--- config.mk ---
export PLATFORM = sky130hd
export DESIGN_NAME = sd_clk_div_calc
export DESIGN_NICKNAME = d
export VERILOG_FILES = /design/src/rtl/sd_clk_div_calc.sv
export SDC_FILE = /design/constraint.sdc
export NUM_CORES = 1
export LEC_CHECK = 0
export ABC_CLOCK_PERIOD_IN_PS = 7100
export BUFFER_PORTS_ARGS = -buffer_cell sky130_fd_sc_hd__buf_2
export CORE_ASPECT_RATIO = 2
export CORE_UTILIZATION = 40
export CTS_CLUSTER_DIAMETER = 200
export DETAILED_ROUTE_END_ITERATION = 8
export GPL_TIMING_DRIVEN = 0
export PLACE_DENSITY = 0.6
export REMOVE_ABC_BUFFERS = 1
export SLEW_MARGIN = 20
export SYNTH_ARGS = -nofsm -noshare
export SYNTH_HDL_FRONTEND = slang
export SYNTH_SLANG_ARGS = --single-unit
--- constraint.sdc ---
create_clock -name clk -period 7.1 [get_ports clk]
set_input_delay 0.355 -clock clk [delete_from_list [all_inputs] [get_ports clk]]
set_output_delay 0.355 -clock clk [all_outputs]
set_load 0.02 [all_outputs]
--- src/rtl/sd_clk_div_calc.sv ---
`default_nettype none
`timescale 1ns/1ps
// ============================================================================
// Module   : sd_clk_div_calc
// Brief    : SD clock divide-count calculator (TRAN_SPEED or direct Hz) with
//            iterative restoring divider and ceiling rounding.
// Revision : 1.0 - initial release
// ============================================================================
module sd_clk_div_calc #(
    parameter int unsigned REF_CLK_HZ  = 50_000_000,
    parameter int          COUNT_W     = 16,
    parameter int          DIV_MODE    = 0,
    parameter int unsigned RESET_COUNT = 125
) (
    input  logic               clk,
    input  logic               reset,
    input  logic               start,
    input  logic               mode,
    input  logic [7:0]         tran_speed,
    input  logic [31:0]        rate_hz,
    output logic               busy,
    output logic               ok,
    output logic               err,
    output logic               sat,
    output logic               clk_div_reset,
    output logic [COUNT_W-1:0] count
);

    typedef enum logic [1:0] {
        S_IDLE   = 2'd0,
        S_DECODE = 2'd1,
        S_DIVIDE = 2'd2,
        S_FINISH = 2'd3
    } state_t;

    localparam logic [32:0] c_count_max = (33'd1 << COUNT_W) - 33'd1;

    state_t r_state;
    state_t w_state_nxt;

    logic        r_mode;
    logic [7:0]  r_ts;
    logic [31:0] r_rate;

    logic [32:0] r_divisor;
    logic [31:0] r_dividend;
    logic [31:0] r_quot;
    logic [32:0] r_rem;
    logic [4:0]  r_iter;

    logic               r_ok;
    logic               r_err;
    logic               r_sat;
    logic               r_cdr;
    logic [COUNT_W-1:0] r_count;

    logic [6:0]  w_mult;
    logic [23:0] w_unit;
    logic [31:0] w_ts_rate;
    logic        w_ts_err;
    logic [31:0] w_rate;
    logic        w_req_err;
    logic [32:0] w_divisor;
    logic [33:0] w_rem_sh;
    logic        w_ge;
    logic [32:0] w_diff;
    logic [32:0] w_q_ceil;
    logic        w_sat;
    logic        w_accept;

    // TRAN_SPEED: mantissa x10 in [6:3], decade unit in [2:0]
    always_comb begin
        w_mult = 7'd0;
        case (r_ts[6:3])
            4'h1: w_mult = 7'd10;
            4'h2: w_mult = 7'd12;
            4'h3: w_mult = 7'd13;
            4'h4: w_mult = 7'd15;
            4'h5: w_mult = 7'd20;
            4'h6: w_mult = 7'd25;
            4'h7: w_mult = 7'd30;
            4'h8: w_mult = 7'd35;
            4'h9: w_mult = 7'd40;
            4'hA: w_mult = 7'd45;
            4'hB: w_mult = 7'd50;
            4'hC: w_mult = 7'd55;
            4'hD: w_mult = 7'd60;
            4'hE: w_mult = 7'd70;
            4'hF: w_mult = 7'd80;
            default: w_mult = 7'd0;
        endcase
        w_unit = 24'd0;
        case (r_ts[2:0])
            3'd0:    w_unit = 24'd10_000;
            3'd1:    w_unit = 24'd100_000;
            3'd2:    w_unit = 24'd1_000_000;
            3'd3:    w_unit = 24'd10_000_000;
            default: w_unit = 24'd0;
        endcase
    end

    assign w_ts_rate = 32'(w_mult) * 32'(w_unit);
    assign w_ts_err  = r_ts[7] | (r_ts[6:3] == 4'd0) | (r_ts[2:0] >= 3'd4);
    assign w_rate    = r_mode ? r_rate : w_ts_rate;
    assign w_req_err = r_mode ? (r_rate == 32'd0) : w_ts_err;
    assign w_divisor = {1'b0, w_rate} << DIV_MODE;

    // Remainder may reach 33 bits, so the trial compare needs 34
    assign w_rem_sh = {r_rem, r_dividend[31]};
    assign w_ge     = (w_rem_sh >= {1'b0, r_divisor});
    assign w_diff   = w_rem_sh[32:0] - r_divisor;

    assign w_q_ceil = {1'b0, r_quot} + {32'd0, (r_rem != 33'd0)};
    assign w_sat    = (w_q_ceil > c_count_max);
    assign w_accept = (r_state == S_IDLE) && start;

    always_ff @(posedge clk) begin
        if (reset) r_state <= S_IDLE;
        else       r_state <= w_state_nxt;
    end

    always_comb begin
        w_state_nxt = r_state;
        case (r_state)
            S_IDLE:   if (start) w_state_nxt = S_DECODE;
            S_DECODE: w_state_nxt = w_req_err ? S_IDLE : S_DIVIDE;
            S_DIVIDE: if (r_iter == 5'd31) w_state_nxt = S_FINISH;
            S_FINISH: w_state_nxt = S_IDLE;
            default:  w_state_nxt = S_IDLE;
        endcase
    end

    always_ff @(posedge clk) begin
        if (reset) begin
            r_mode     <= 1'b0;
            r_ts       <= 8'd0;
            r_rate     <= 32'd0;
            r_divisor  <= 33'd0;
            r_dividend <= 32'd0;
            r_quot     <= 32'd0;
            r_rem      <= 33'd0;
            r_iter     <= 5'd0;
            r_ok       <= 1'b0;
            r_err      <= 1'b0;
            r_sat      <= 1'b0;
            r_cdr      <= 1'b0;
            r_count    <= COUNT_W'(RESET_COUNT);
        end else begin
            r_ok  <= (r_state == S_FINISH);
            r_err <= (r_state == S_DECODE) && w_req_err;
            r_cdr <= r_ok;
            if (w_accept) begin
                r_mode <= mode;
                r_ts   <= tran_speed;
                r_rate <= rate_hz;
            end
            case (r_state)
                S_DECODE: begin
                    r_divisor  <= w_divisor;
                    r_dividend <= 32'(REF_CLK_HZ);
                    r_quot     <= 32'd0;
                    r_rem      <= 33'd0;
                    r_iter     <= 5'd0;
                end
                S_DIVIDE: begin
                    r_rem      <= w_ge ? w_diff : w_rem_sh[32:0];
                    r_quot     <= {r_quot[30:0], w_ge};
                    r_dividend <= {r_dividend[30:0], 1'b0};
                    r_iter     <= r_iter + 5'd1;
                end
                S_FINISH: begin
                    r_sat   <= w_sat;
                    r_count <= w_sat ? c_count_max[COUNT_W-1:0] : w_q_ceil[COUNT_W-1:0];
                end
                default: ;
            endcase
        end
    end

    assign busy          = (r_state != S_IDLE);
    assign ok            = r_ok;
    assign err           = r_err;
    assign sat           = r_sat;
    assign clk_div_reset = r_cdr;
    assign count         = r_count;

endmodule
`default_nettype wire

# Word-level counts from Yosys, hierarchy flattened
# Memory sizes are Yosys's and may differ from the RTL's. A register that Yosys moved wholly into a read port is not among the register bits.
# Cells that the tools add are included.
# op_classes
addsub	3
reduce_logical	10
multipliers	1
eq_ne	9
n_bitwise	2
muxes	15
magnitude_cmp	3
# ops
operator	n
$pmux 32 s2	2
$pmux 24 s4	1
$pmux 33 s2	1
$ge 34x32->1	1
$add 32x1->33	1
$gt 33x16->1 const B	1
$mux 33	1
$reduce_bool 33->1	1
$sub 33x32->33	1
$logic_not 32->1	1
$mux 32	1
$mul 7x24->31	1
$mux 16	1
$pmux 5 s2	1
$mux 4	2
$pmux 2 s4	1
$eq 3x2->1 const B	2
$mux 2	3
$add 5x1->5 const B	1
$eq 5x5->1 const B	1
$eq 2x2->1 const B	2
$logic_not 4->1	1
$ne 2x2->1 const B	2
$reduce_bool 2->1	2
9 further kinds	11
# totals
elab_cells	58
output_inout_bits	21
in_bits	44
romBits	112
memories	1
regBits	197
# mem_list
memory	words	width	rd	rd_clocked_by_memory_dff	wr	line_no	rtl
(name not given)	16	7	1	1	0	74	case (r_ts[6:3])

# Logic depth before layout (Yosys ltp)
# logic_depth
word_depth	6
depth_mapped	21
depth_no_buf	20

# Worst setup path after synthesis
# OpenSTA, ideal clock, no wires.
# synth_path
kind	register to register
startpoint	register r_ts[0]
endpoint	register r_divisor[29]
t_required_ps	7009
synth_period_minus_slack_ps	5348
path_stages_with_launch	21
setup_slack_ps	1752
t_arrival_ps	5257
cell_sequence	dfxtp_1 -> clkbuf_1 -> nor3_1 -> and2_1 -> inv_1 -> fa_1 -> fa_1 -> inv_1 -> fa_1 -> inv_1 -> fa_1 -> inv_1 -> ha_1 -> nand3_1 -> o221a_2 -> o211ai_1 -> a21oi_1 -> o21ai_0 -> nand4b_1 -> a21o_1 -> a311oi_1
# synth_between
elab_chain_len	4
word_cells_on_any_way	7
cone_classes	mul (1); eq/ne (3); mux (2); reduce/logical (1)
# synth_lines
item	line_no	rtl
start: declaration	42	logic [7:0] r_ts;
start signal: assignment	154	r_ts <= tran_speed;
$eq 3x2->1, or another cell as far along	93	case (r_ts[2:0])
$pmux 24 s4 *	93	
$mul 7x24->31 *	102	assign w_ts_rate = 32'(w_mult) * 32'(w_unit);
$mux 32 *	104	assign w_rate = r_mode ? r_rate : w_ts_rate;
end signal: assignment	159	r_divisor <= w_divisor;
end: declaration	45	logic [32:0] r_divisor;
# Mark *: on every way between the ends. The rest lies on a longest branch, timed or not.
# A chain may end at the register's enable or synchronous reset.

# Final worst setup path
# layout_path
startpoint	register r_ts[2]
endpoint	register r_divisor[29]
# The elaborated chain is that of the path after synthesis.

==> results.md <==
- Clock insertion delay at the later pin of the skew report: 0.47 ns
- Count of standard-cell rows: 96
- Initial Util: 0.407
- Average routed wire per standard cell: 18.2 µm
- Fraction of synthesized cell area in xor and xnor cells: 0.0393
- Post-layout min period: 6.55 ns
- Post-Syn Area: 0.0140 mm²
- Sum of net half-perimeters after detailed placement: 31.4 mm
- H-tree depth: 4
- Proportion of synthesized area in mux cells: 0.0288
- Vias in the first global route: 12.5k
- Setup tns final: 0 ns
- Sum of routed wire length over all layers: 40.0 mm
- Worst setup slack for register-to-register paths: 0.55 ns
- Root buffer cell: sky130_fd_sc_hd__clkbuf_16
- Antenna Nets Post-Route: 0
- Post-synth top area cell: sky130_fd_sc_hd__dfxtp_1
- CP most frequent cell: sky130_fd_sc_hd__fa_1
- Maximum frequency from static timing analysis: 153 MHz
- Class of the tightest hold or removal check: in -> reg
- Net count reported at finish: 1,958
- Compound-Gate Fraction of Synth Area: 0.189
- Crit-path cells: nor2b_1 -> nand2_1 -> or2_2 -> fa_1 -> fa_1 -> inv_1 -> fa_1 -> inv_1 -> fa_1 -> inv_1 -> ha_1 -> nand3_1 -> o221a_2 -> o211ai_1 -> a21oi_1 -> o21ai_0 -> nand4b_1 -> a21o_1 -> a311oi_1
- Die Footprint: 0.0359 mm²
- Clock Sink Count: 197
- Synthesis-to-layout area growth: 9.45%
- Unrepaired setup endpoints after global routing: false
- Smallest hold slack: 0.119 ns
- Skew final: 0.0229 ns
- Cell with the most instances after synthesis: sky130_fd_sc_hd__nand2_1
- Most frequent cells after synthesis: sky130_fd_sc_hd__nand2_1, sky130_fd_sc_hd__dfxtp_1, sky130_fd_sc_hd__inv_1, sky130_fd_sc_hd__a21oi_1, sky130_fd_sc_hd__nor2_1
- Maxcap violations: 0
- Remaining max-slew budget at the tightest pin: 0.345
- Type of element launching the critical path: register
- Worst Reg-to-Reg Cells: 19
- Resize count post-CTS: 0
- Data required time of the critical path: 7.47 ns
- Remaining design rule violation count: 0
- Combinational family with the most area after synthesis: simple AND/OR/NAND/NOR gates
- Worst Hold Depth: 3
- Power per cell area: 208 mW/mm²
- IO Port Bufs: 64
- Die boundary width: 134 µm
- Wire length of the first global-routing pass: 64.1 mm
- Initial antenna violation count: 0
- Adder-Cell Fraction of Synth Area: 0.188
- Synth Instances: 1,751
- Synthesized flop and latch total: 197
- CTS clock-pin slew for the worst setup and hold paths: 0.08 ns
- Count of flip-flops with a built-in enable after synthesis: 0
- VDD IR-drop max: 0.240 mV
- Buffer depth of the longest clock path: 2
- Share of synthesized flip-flops with an asynchronous set or reset: 0
- Critical-path maximum fanout: 12
- Number of vias after detailed routing: 12.2k
- Number of buffers added for setup after CTS: 0
- Congestion Overflow GR: 0
- Top FF cell, synth: sky130_fd_sc_hd__dfxtp_1
- Number of library cell types mapped by synthesis: 75
- Final setup violation count: 0
- Mean instance size in the synthesized netlist: 8.02 µm²
- Data arrival time at the worst-slack endpoint: 6.92 ns
- Largest incremental delay on the critical path: 0.57 ns
- Cell with the biggest individual delay on the critical path: sky130_fd_sc_hd__fa_1
- Element type at the critical path end: register
- Synth top area cells: sky130_fd_sc_hd__dfxtp_1, sky130_fd_sc_hd__fa_1, sky130_fd_sc_hd__ha_1
- Height of the die: 267 µm
- Critical path type: reg -> reg
- Max-slew violation count: 0
- Number of DRC markers in iteration 0: 584
- Global router's overall resource usage: 0.232
- CTS buffer count: 17
- Clock tree from TritonCTS: built
- Run status: complete, no violations
- Hold-fix buffers at CTS: 0
- Pin count of the biggest net entering global routing: 123
- Share of layout cells above drive strength 1: 0.0826
- Weighted congestion reported at the end of routability-driven placement: 1.04
- Antenna diode count: 0
- Actual transition at the worst max-transition pin: 0.973 ns
- Leakage dissipation: 0.00665 µW
- Seq/Total Area, Yosys: 0.281
- Final hold violations: 0
- Number of primary I/O pins: 65
- Synth Warn #: 0
- Post-synthesis share of cell area spent on and, or, nand and nor gates: 0.199
- Initial DRT Pass Iterations: 6
- Proportion of netlist area held by the largest area contributor: 0.281
- Std-Cell Core Area: 0.0345 mm²
- Final Cycle Share: 0.923
- Via count normalized by instance count: 5.54
-- flip-flops by register name, summed over array words and instances (netlist names), named ones only --
signal / count
r_rem: 33
r_dividend: 25
err: 1
ok: 1
r_rate: 32
r_iter: 5
r_quot: 32
r_divisor: 32
sat: 1
r_mode: 1
clk_div_reset: 1
count: 16
w_mult: 7
r_ts: 8
r_state: 1
-- stage by stage --
| stage | utilization | setup WS, ns | std cells | cell area [µm²] | power, µW |
|---|---|---|---|---|---|
| 3_5_place_dp | 0.428 | 0.589 | 2166 | 14800 | 2210 |
| 6_report | 0.446 | 0.550 | 2197 | 15400 | 3190 |
| 2_1_floorplan | - | 1.74 | 1651 | 13600 | 1890 |
| 4_1_cts | 0.446 | 0.553 | 2197 | 15400 | 3210 |
| 5_1_grt | 0.446 | 0.200 | 2197 | 15400 | 3370 |
| 3_3_place_gp | 0.421 | 0.579 | 2156 | 14500 | 2160 |
-- report_power, final --
part / internal (µW) / total, µW / switching, µW
Sequential: 1160 / 1210 / 51.1
Combinational: 366 / 971 / 605
Clock: 481 / 1010 / 527
-- cell families (layout without fill, tap and decap cells) --
group / after synthesis / in the layout
AO/OA/AOI/OAI: 415 / 415
XOR/XNOR: 63 / 63
adder cells (fa/ha/maj): 170 / 170
buffers and inverters: 267 / 272
flip-flops: 197 / 197
multiplexers: 40 / 40
AND/OR/NAND/NOR: 599 / 599
-- per-layer routing --
metal,vias to the layer above,global-route usage,wire (µm)
met5,-,0,0
met4,0,0.159,2590
met3,120,0.0245,782
met2,245,0.469,22800
met1,5816,0.208,13800
li1,5996,-,-
-- final timing paths --
| check | startpoint | to |
|---|---|---|
| min reg2reg | r_dividend[31]$_SDFFE_PP0P_ | r_dividend[31]$_SDFFE_PP0P_ |
| min | mode | r_mode$_SDFFE_PP0P_ |
| max reg2reg | r_ts[2]$_SDFFE_PP0P_ | r_divisor[29]$_SDFFE_PP0P_ |
| max | r_ts[2]$_SDFFE_PP0P_ | r_divisor[29]$_SDFFE_PP0P_ |
-- cell type report --
type,count,area (µm²)
inverters,167,627
flip-flops and latches,197,3950
fillers,3449,19100
clock buffers,17,425
multi-input cells,1287,9090
clock inverters,14,169
repair buffers,74,561
well taps,441,552
-- critical path, delay by kind of cell, from the launching register on --
| family | cells | cell delay [ns] |
|---|---|---|
| buffers and inverters | 3 | 0.16 |
| flip-flops | 1 | 0.47 |
| AND/OR/NAND/NOR | 5 | 1.40 |
| AO/OA/AOI/OAI | 6 | 1.91 |
| adder cells (fa/ha/maj) | 5 | 2.52 |
-- cell usage in the layout (no fill, tap or decap), types with 13 or more instances in the layout --
cell and n:
sky130_fd_sc_hd__o211ai_1 18, sky130_fd_sc_hd__nand2_1 247, sky130_fd_sc_hd__xor2_1 26, sky130_fd_sc_hd__a21oi_1 154, sky130_fd_sc_hd__dfxtp_1 196, sky130_fd_sc_hd__o21ai_1 33, sky130_fd_sc_hd__a311oi_1 16, sky130_fd_sc_hd__xnor2_1 37
sky130_fd_sc_hd__nor2_1 111, sky130_fd_sc_hd__nand3_1 73, sky130_fd_sc_hd__o21ai_0 53, sky130_fd_sc_hd__and2_1 18, sky130_fd_sc_hd__ha_1 97, sky130_fd_sc_hd__fa_1 69, sky130_fd_sc_hd__mux2i_1 37, sky130_fd_sc_hd__nor2b_1 13
sky130_fd_sc_hd__clkbuf_16 17, sky130_fd_sc_hd__nand4_1 18, sky130_fd_sc_hd__and3_1 15, sky130_fd_sc_hd__nand2b_1 25, sky130_fd_sc_hd__buf_2 63, sky130_fd_sc_hd__nor4_1 18, sky130_fd_sc_hd__a21o_1 18, sky130_fd_sc_hd__a211oi_1 20
sky130_fd_sc_hd__a31oi_1 16, sky130_fd_sc_hd__inv_1 166, sky130_fd_sc_hd__nor3_1 23
(Power assumes the default switching activity.)
